### src/rtl/sort_engine_gen2_if.sv
// Sort engine handshake bundle: sort control, bit-column fetch and output stream.
// Optional top-k input k is present when SORT_TOPK_EN is defined.
interface sort_engine_gen2_if #(
    parameter int ELEM_NUM = 8,
    parameter int DATA_W   = 8
);
    localparam int AW = $clog2(ELEM_NUM);
    localparam int BW = $clog2(DATA_W);

    logic                start;
    logic                descend;
    logic [ELEM_NUM-1:0] bit_data;
    logic [BW-1:0]       bit_addr;
    logic                out_valid;
    logic                out_ready;
    logic [AW-1:0]       out_addr;
    logic                out_last;
    logic                busy;
    logic                done;
`ifdef SORT_TOPK_EN
    logic [AW:0]         k;

    modport master (
        output start, descend, bit_data, out_ready, k,
        input  bit_addr, out_valid, out_addr, out_last, busy, done
    );
    modport slave (
        input  start, descend, bit_data, out_ready, k,
        output bit_addr, out_valid, out_addr, out_last, busy, done
    );
`else
    modport master (
        output start, descend, bit_data, out_ready,
        input  bit_addr, out_valid, out_addr, out_last, busy, done
    );
    modport slave (
        input  start, descend, bit_data, out_ready,
        output bit_addr, out_valid, out_addr, out_last, busy, done
    );
`endif
endinterface

### src/rtl/sort_engine_gen2.sv
// Bit-serial MSB-first radix sort engine; emits element indices in sorted, stable order.
// Define SORT_TOPK_EN to add input k and stop after the first k elements.
module sort_engine_gen2 #(
    parameter int ELEM_NUM = 8,
    parameter int DATA_W   = 8
) (
    input logic               clk,
    input logic               rst,
    sort_engine_gen2_if.slave bus
);
    localparam int AW = $clog2(ELEM_NUM);
    localparam int BW = $clog2(DATA_W);
    localparam int CW = AW + 1;
    localparam logic [BW-1:0] BIT_TOP = BW'(DATA_W - 1);

    typedef enum logic [1:0] {IDLE, SCAN, EMIT, DONE} state_t;

    state_t              state_q, state_d;
    logic [ELEM_NUM-1:0] evt_q, evt_d;
    logic [ELEM_NUM-1:0] cand_q, cand_d;
    logic [ELEM_NUM-1:0] grp_q, grp_d;
    logic [BW-1:0]       bit_addr_q, bit_addr_d;
    logic                desc_q, desc_d;
    logic                out_valid_q, out_valid_d;
    logic [AW-1:0]       out_addr_q, out_addr_d;
    logic                out_last_q, out_last_d;
    logic                busy_q, busy_d;
    logic                done_q, done_d;

    logic [ELEM_NUM-1:0] col, nxt, sel, evt_nx, grp_nx;
    logic                hs, last_scan, last_emit;

`ifdef SORT_TOPK_EN
    logic [CW-1:0]       cnt_q, cnt_d;
    logic [CW-1:0]       k_q, k_d;
    logic [CW-1:0]       k_eff;
`endif

    function automatic logic [AW-1:0] lowest(input logic [ELEM_NUM-1:0] v);
        lowest = '0;
        for (int i = ELEM_NUM - 1; i >= 0; i--) begin
            if (v[i]) lowest = AW'(i);
        end
    endfunction

    // Decide if the element about to be presented is the final one of the sort
    always_comb begin
`ifdef SORT_TOPK_EN
        k_eff     = (k_q == '0 || k_q > CW'(ELEM_NUM)) ? CW'(ELEM_NUM) : k_q;
        last_scan = (cnt_q + CW'(1)) == k_eff;
        last_emit = (cnt_q + CW'(2)) == k_eff;
`else
        last_scan = $onehot(evt_q);
        last_emit = $onehot(evt_nx);
`endif
    end

    // Next-state logic: column scan narrowing, group emission, evt bookkeeping
    always_comb begin
        state_d     = state_q;
        evt_d       = evt_q;
        cand_d      = cand_q;
        grp_d       = grp_q;
        bit_addr_d  = bit_addr_q;
        desc_d      = desc_q;
        out_valid_d = out_valid_q;
        out_addr_d  = out_addr_q;
        out_last_d  = out_last_q;
`ifdef SORT_TOPK_EN
        cnt_d       = cnt_q;
        k_d         = k_q;
`endif
        col    = desc_q ? bus.bit_data : ~bus.bit_data;
        nxt    = cand_q & col;
        if (nxt == '0) nxt = cand_q;
        sel    = ELEM_NUM'(1) << out_addr_q;
        evt_nx = evt_q & ~sel;
        grp_nx = grp_q & ~sel;
        hs     = (state_q == EMIT) && bus.out_ready;

        unique case (state_q)
            IDLE: begin
                if (bus.start) begin
                    evt_d      = '1;
                    cand_d     = '1;
                    bit_addr_d = BIT_TOP;
                    desc_d     = bus.descend;
                    state_d    = SCAN;
`ifdef SORT_TOPK_EN
                    cnt_d      = '0;
                    k_d        = bus.k;
`endif
                end
            end
            SCAN: begin
                if (bit_addr_q == '0 || $onehot(nxt)) begin
                    grp_d       = nxt;
                    bit_addr_d  = BIT_TOP;
                    state_d     = EMIT;
                    out_valid_d = 1'b1;
                    out_addr_d  = lowest(nxt);
                    out_last_d  = last_scan;
                end else begin
                    cand_d     = nxt;
                    bit_addr_d = bit_addr_q - BW'(1);
                end
            end
            EMIT: begin
                if (hs) begin
                    grp_d = grp_nx;
                    evt_d = evt_nx;
`ifdef SORT_TOPK_EN
                    cnt_d = cnt_q + CW'(1);
`endif
                    if (out_last_q) begin
                        state_d     = DONE;
                        out_valid_d = 1'b0;
                        out_last_d  = 1'b0;
                    end else if (grp_nx == '0) begin
                        state_d     = SCAN;
                        cand_d      = evt_nx;
                        out_valid_d = 1'b0;
                        out_last_d  = 1'b0;
                    end else begin
                        out_addr_d = lowest(grp_nx);
                        out_last_d = last_emit;
                    end
                end
            end
            DONE: begin
                state_d = IDLE;
            end
            default: state_d = IDLE;
        endcase

        busy_d = (state_d != IDLE);
        done_d = (state_d == DONE);
    end

    // State and registered outputs, synchronous reset aborts any sort in flight
    always_ff @(posedge clk) begin
        if (rst) begin
            state_q     <= IDLE;
            evt_q       <= '1;
            cand_q      <= '0;
            grp_q       <= '0;
            bit_addr_q  <= BIT_TOP;
            desc_q      <= 1'b0;
            out_valid_q <= 1'b0;
            out_addr_q  <= '0;
            out_last_q  <= 1'b0;
            busy_q      <= 1'b0;
            done_q      <= 1'b0;
`ifdef SORT_TOPK_EN
            cnt_q       <= '0;
            k_q         <= '0;
`endif
        end else begin
            state_q     <= state_d;
            evt_q       <= evt_d;
            cand_q      <= cand_d;
            grp_q       <= grp_d;
            bit_addr_q  <= bit_addr_d;
            desc_q      <= desc_d;
            out_valid_q <= out_valid_d;
            out_addr_q  <= out_addr_d;
            out_last_q  <= out_last_d;
            busy_q      <= busy_d;
            done_q      <= done_d;
`ifdef SORT_TOPK_EN
            cnt_q       <= cnt_d;
            k_q         <= k_d;
`endif
        end
    end

    assign bus.bit_addr  = bit_addr_q;
    assign bus.out_valid = out_valid_q;
    assign bus.out_addr  = out_addr_q;
    assign bus.out_last  = out_last_q;
    assign bus.busy      = busy_q;
    assign bus.done      = done_q;
endmodule
### src/flat_wrapper.sv
// flat-port wrapper written by rule: the top's interface ports become plain ports
module sort_engine_gen2_flat 
#(
    parameter int ELEM_NUM = 8,
    parameter int DATA_W   = 8
)
  (clk, rst, bus_start, bus_descend, bus_bit_data, bus_out_ready, bus_bit_addr, bus_out_valid, bus_out_addr, bus_out_last, bus_busy, bus_done);
  sort_engine_gen2_if #(.ELEM_NUM(ELEM_NUM), .DATA_W(DATA_W)) bus_i ();
  input logic clk;
  input logic rst;
  input wire logic [$bits(bus_i.start)-1:0] bus_start;
  input wire logic [$bits(bus_i.descend)-1:0] bus_descend;
  input wire logic [$bits(bus_i.bit_data)-1:0] bus_bit_data;
  input wire logic [$bits(bus_i.out_ready)-1:0] bus_out_ready;
  output wire logic [$bits(bus_i.bit_addr)-1:0] bus_bit_addr;
  output wire logic [$bits(bus_i.out_valid)-1:0] bus_out_valid;
  output wire logic [$bits(bus_i.out_addr)-1:0] bus_out_addr;
  output wire logic [$bits(bus_i.out_last)-1:0] bus_out_last;
  output wire logic [$bits(bus_i.busy)-1:0] bus_busy;
  output wire logic [$bits(bus_i.done)-1:0] bus_done;
  assign bus_i.start = bus_start;
  assign bus_i.descend = bus_descend;
  assign bus_i.bit_data = bus_bit_data;
  assign bus_i.out_ready = bus_out_ready;
  assign bus_bit_addr = bus_i.bit_addr;
  assign bus_out_valid = bus_i.out_valid;
  assign bus_out_addr = bus_i.out_addr;
  assign bus_out_last = bus_i.out_last;
  assign bus_busy = bus_i.busy;
  assign bus_done = bus_i.done;
  sort_engine_gen2 #(.ELEM_NUM(ELEM_NUM), .DATA_W(DATA_W)) u_core (.clk(clk), .rst(rst), .bus(bus_i));
endmodule
### config.mk
export PLATFORM = sky130hd
export DESIGN_NAME = sort_engine_gen2_flat
export DESIGN_NICKNAME = d
export VERILOG_FILES = /design/src/rtl/sort_engine_gen2_if.sv /design/src/rtl/sort_engine_gen2.sv /design/src/flat_wrapper.sv
export SDC_FILE = /design/constraint.sdc
export NUM_CORES = 1
export LEC_CHECK = 0
export CAP_MARGIN = 20
export CORE_AREA = 3 3 79 81
export DETAILED_ROUTE_END_ITERATION = 8
export DIE_AREA = 0 0 82 84
export PLACE_DENSITY = 0.71
export SLEW_MARGIN = 20
export SYNTH_ARGS = -nofsm -noshare
export SYNTH_HDL_FRONTEND = slang
export SYNTH_SLANG_ARGS = --single-unit
export TNS_END_PERCENT = 10
### constraint.sdc
create_clock -name clk -period 5.7 [get_ports clk]
set_input_delay 0.57 -clock clk [delete_from_list [all_inputs] [get_ports clk]]
set_output_delay 0.57 -clock clk [all_outputs]
set_load 0.05 [all_outputs]
==> run metrics <==
status=completed; dpl hpwl=roughly 5000 µm; crit-path max FO=8; die width=82 µm; grt total ovfl=0; Die ar.=roughly 7000 µm²; Post-route DRC=0; hold buffers post-CTS=0; IO Port Bufs=22; Vias=between 2000 and 2500; ratio of cells with drive above 1 in the final layout=~5.3%; xor and xnor fraction of the mapped netlist area=2.55%; Layout Nets=roughly 390; RSZ-0062 raised after global routing=no; Post-synth EDFFs=0; worst skew pair latency=between 200 and 300 ps; warnings from Yosys=0; register area=approximately 740 µm²; Starting Density=49.5%; DR WL met2=between 3000 and 4000 µm; area leader, netlist=dfxtp_1; Post-Synth Simple-Gate Area=between 10% and 20%; required time of the critical path=around 5900 ps; clock-pin slew on the worst setup and hold paths=about 70 ps; Worst setup SP type=primary input; Die H=approximately 84 µm; CTS tree=yes; WL final=around 6600 µm; Worst Setup Path Type=primary input to register; slew of the pin with the lowest slew margin=1080 ps; first-pass GRT wire length=~11000 µm; multi-input logic area=between 1500 and 2000 µm²; Final Hold Fails=0; CP max stage cell=fa_1; row count=27; Total Routing Usage GR=approximately 21%; area of the core=5540 µm²; ant diodes=0; leakage power=between 1 and 1.5 nW; mux cell area share after synthesis=0.775%; initial DRC count=between 150 and 200; filler cell count=about 530; Post-CTS Setup Bufs=0; main combinational cell family by area after synthesis=compound AO/OA/AOI/OAI gates; Syn-to-layout area delta=13.1%; IO Pins=23; Post-synth top flop=dfxtp_1; top sig layer=met4; initial antenna violation count=0; synth top area cells=dfxtp_1, ha_1, fa_1, nor2_1, inv_1; clock buffer count from CTS=5; Overall Power=~0.0017 W; VDD IR max=about 180 µV; most used cell, CP=fa_1; Hold Crit Class=register to register; largest net degree at the start of global routing=37; DR vias/cell=approximately 5.6; Synth Area in Compound Gates=24.7%; Tmin final=5170 ps; CTS sink count=37; Tcrit/Tclk final=between 90% and 100%; Final Max Tran Viols=0; met1 WL=between 3000 and 4000 µm; fmax=roughly 190 MHz; maxcap violations=0; Critical Path AT=around 5400 ps; Setup TNS=0 ps; Crit path largest cell delay=540 ps; Mean Syn Cell Area=around 8.7 µm²; root buffer selected by CTS=clkbuf_8; post-synth top area share=between 20% and 30%; Post-Synthesis Cells=approximately 320; Synth Area in Adders=20.6%; synthesized net count=368; ys async rst share=0%; Avg WL per Cell=16.2 µm; Routed Antenna Nets=0; hold slack=around 520 ps; Critical Path, Cell by Cell=clkdlybuf4s50_1 > xnor2_1 > a22oi_1 > and4_1 > o21a_1 > ha_1 > fa_1 > inv_1 > fa_1 > inv_1 > ha_1 > fa_1 > nor4b_1 > or3_1 > o211ai_1 > nor2_1 > a22oi_1 > nor2_1; sequential fraction of the synthesis area=between 20% and 30%; Crit. End Element=register; vias in the first global route=around 2200; met3 routed WL=291 µm; Netlist cell types=50; CTS resizes=0; Clock Skew=~4 ps; most frequent cells in the layout=nor2_1, dfxtp_1, inv_1, ha_1, clkdlybuf4s50_1; Power Density=around 560 nW/µm²; RePlAce Congestion=~0.85; DRT Pass-1 Iters=4; Synth Cell Area=between 2000 and 3000 µm²; Slew HR=between 20% and 30%; Finish-stage setup viols=0; CTS max path bufs=2; H-tree levels=2; FF+latch count, synth=37
[final timing paths]
kind / end / from / slack (ps) / depth (start not counted)
worst max-delay path: u_core.grp_q[5] / bus_bit_data[5] / 530 / 18
worst min-delay path: u_core.evt_q[5] / u_core.evt_q[5] / 520 / 2
worst max register to register: u_core.grp_q[5] / u_core.desc_q / 620 / 17
worst min register to register: u_core.evt_q[5] / u_core.evt_q[5] / 520 / 2
[final cells by class]
class | count | share of cell area [%]
Clock buffer | 7 | 2.78
Inverter | 33 | 3.99
Multi-Input combinational cell | 232 | 57.9
Sequential cell | 37 | 23.9
Tap cell | 72 | 2.90
Timing Repair Buffer | 28 | 8.54
[metrics by stage]
step                setup WS [ps]  utilization [%]  instances  instance area [µm²]
finish                        525             56.0        409                 3100
global route                  153             56.0        409                 3100
CTS                           554             56.0        409                 3100
detailed placement            294             54.5        402                 3020
global placement              380             54.5        402                 3020
floorplan                     945                -        317                 2740
[layer usage]
metal  vias up  GRT usage [%]
met5         -              0
met4         0           6.50
met3        10           3.89
met2        46           31.8
met1      1075           28.8
li1       1167              -
[sequential cells by signal, indices dropped and copies added (netlist names), 2 cells and up]
register,count
u_core.evt_q,8
u_core.grp_q,8
u_core.bus.out_addr,3
u_core.cand_q,8
u_core.state_q,2
u_core.bus.bit_addr,3
[synth_stat cells, drive strengths merged (5+ instances only)]
cell type / instances
dfxtp: 37
nor2: 37
inv: 33
ha: 26
a211oi: 12
a21oi: 12
fa: 12
a22oi: 11
o22ai: 11
and2: 10
nand2: 10
nand2b: 10
a21o: 8
buf: 8
o21a: 8
xnor2: 8
clkbuf: 7
a221oi: 6
nand3: 5
nor3: 5
[where the power goes]
part / leakage [nW] / internal (W) / switching (W) / total [W]
Combinational: 0.941 / 0.000473 / 0.000687 / 0.00116
Sequential: 0.303 / 0.000323 / 0.0000734 / 0.000397
Clock: 0.0443 / 0.0000960 / 0.0000940 / 0.000190
[worst max-delay path: cells and delay by family]
| family | cells | cell delay [ps] |
|---|---|---|
| adder cells (fa/ha/maj) | 5 | 1920 |
| buffers and inverters | 3 | 520 |
| XOR/XNOR | 1 | 210 |
| AND/OR/NAND/NOR | 5 | 1370 |
| AO/OA/AOI/OAI | 4 | 800 |
[cells by family (layout without fill, tap and decap cells)]
logic type | count (synthesis) | in the layout
adders and majority gates | 38 | 38
AOI/OAI and AO/OA | 93 | 93
muxes | 2 | 2
and+or+nand+nor | 91 | 91
xor gates and xnor gates | 8 | 8
buffers and inverters | 48 | 68
DFF | 37 | 37
No activity file was read; power rests on OpenSTA's default activity.
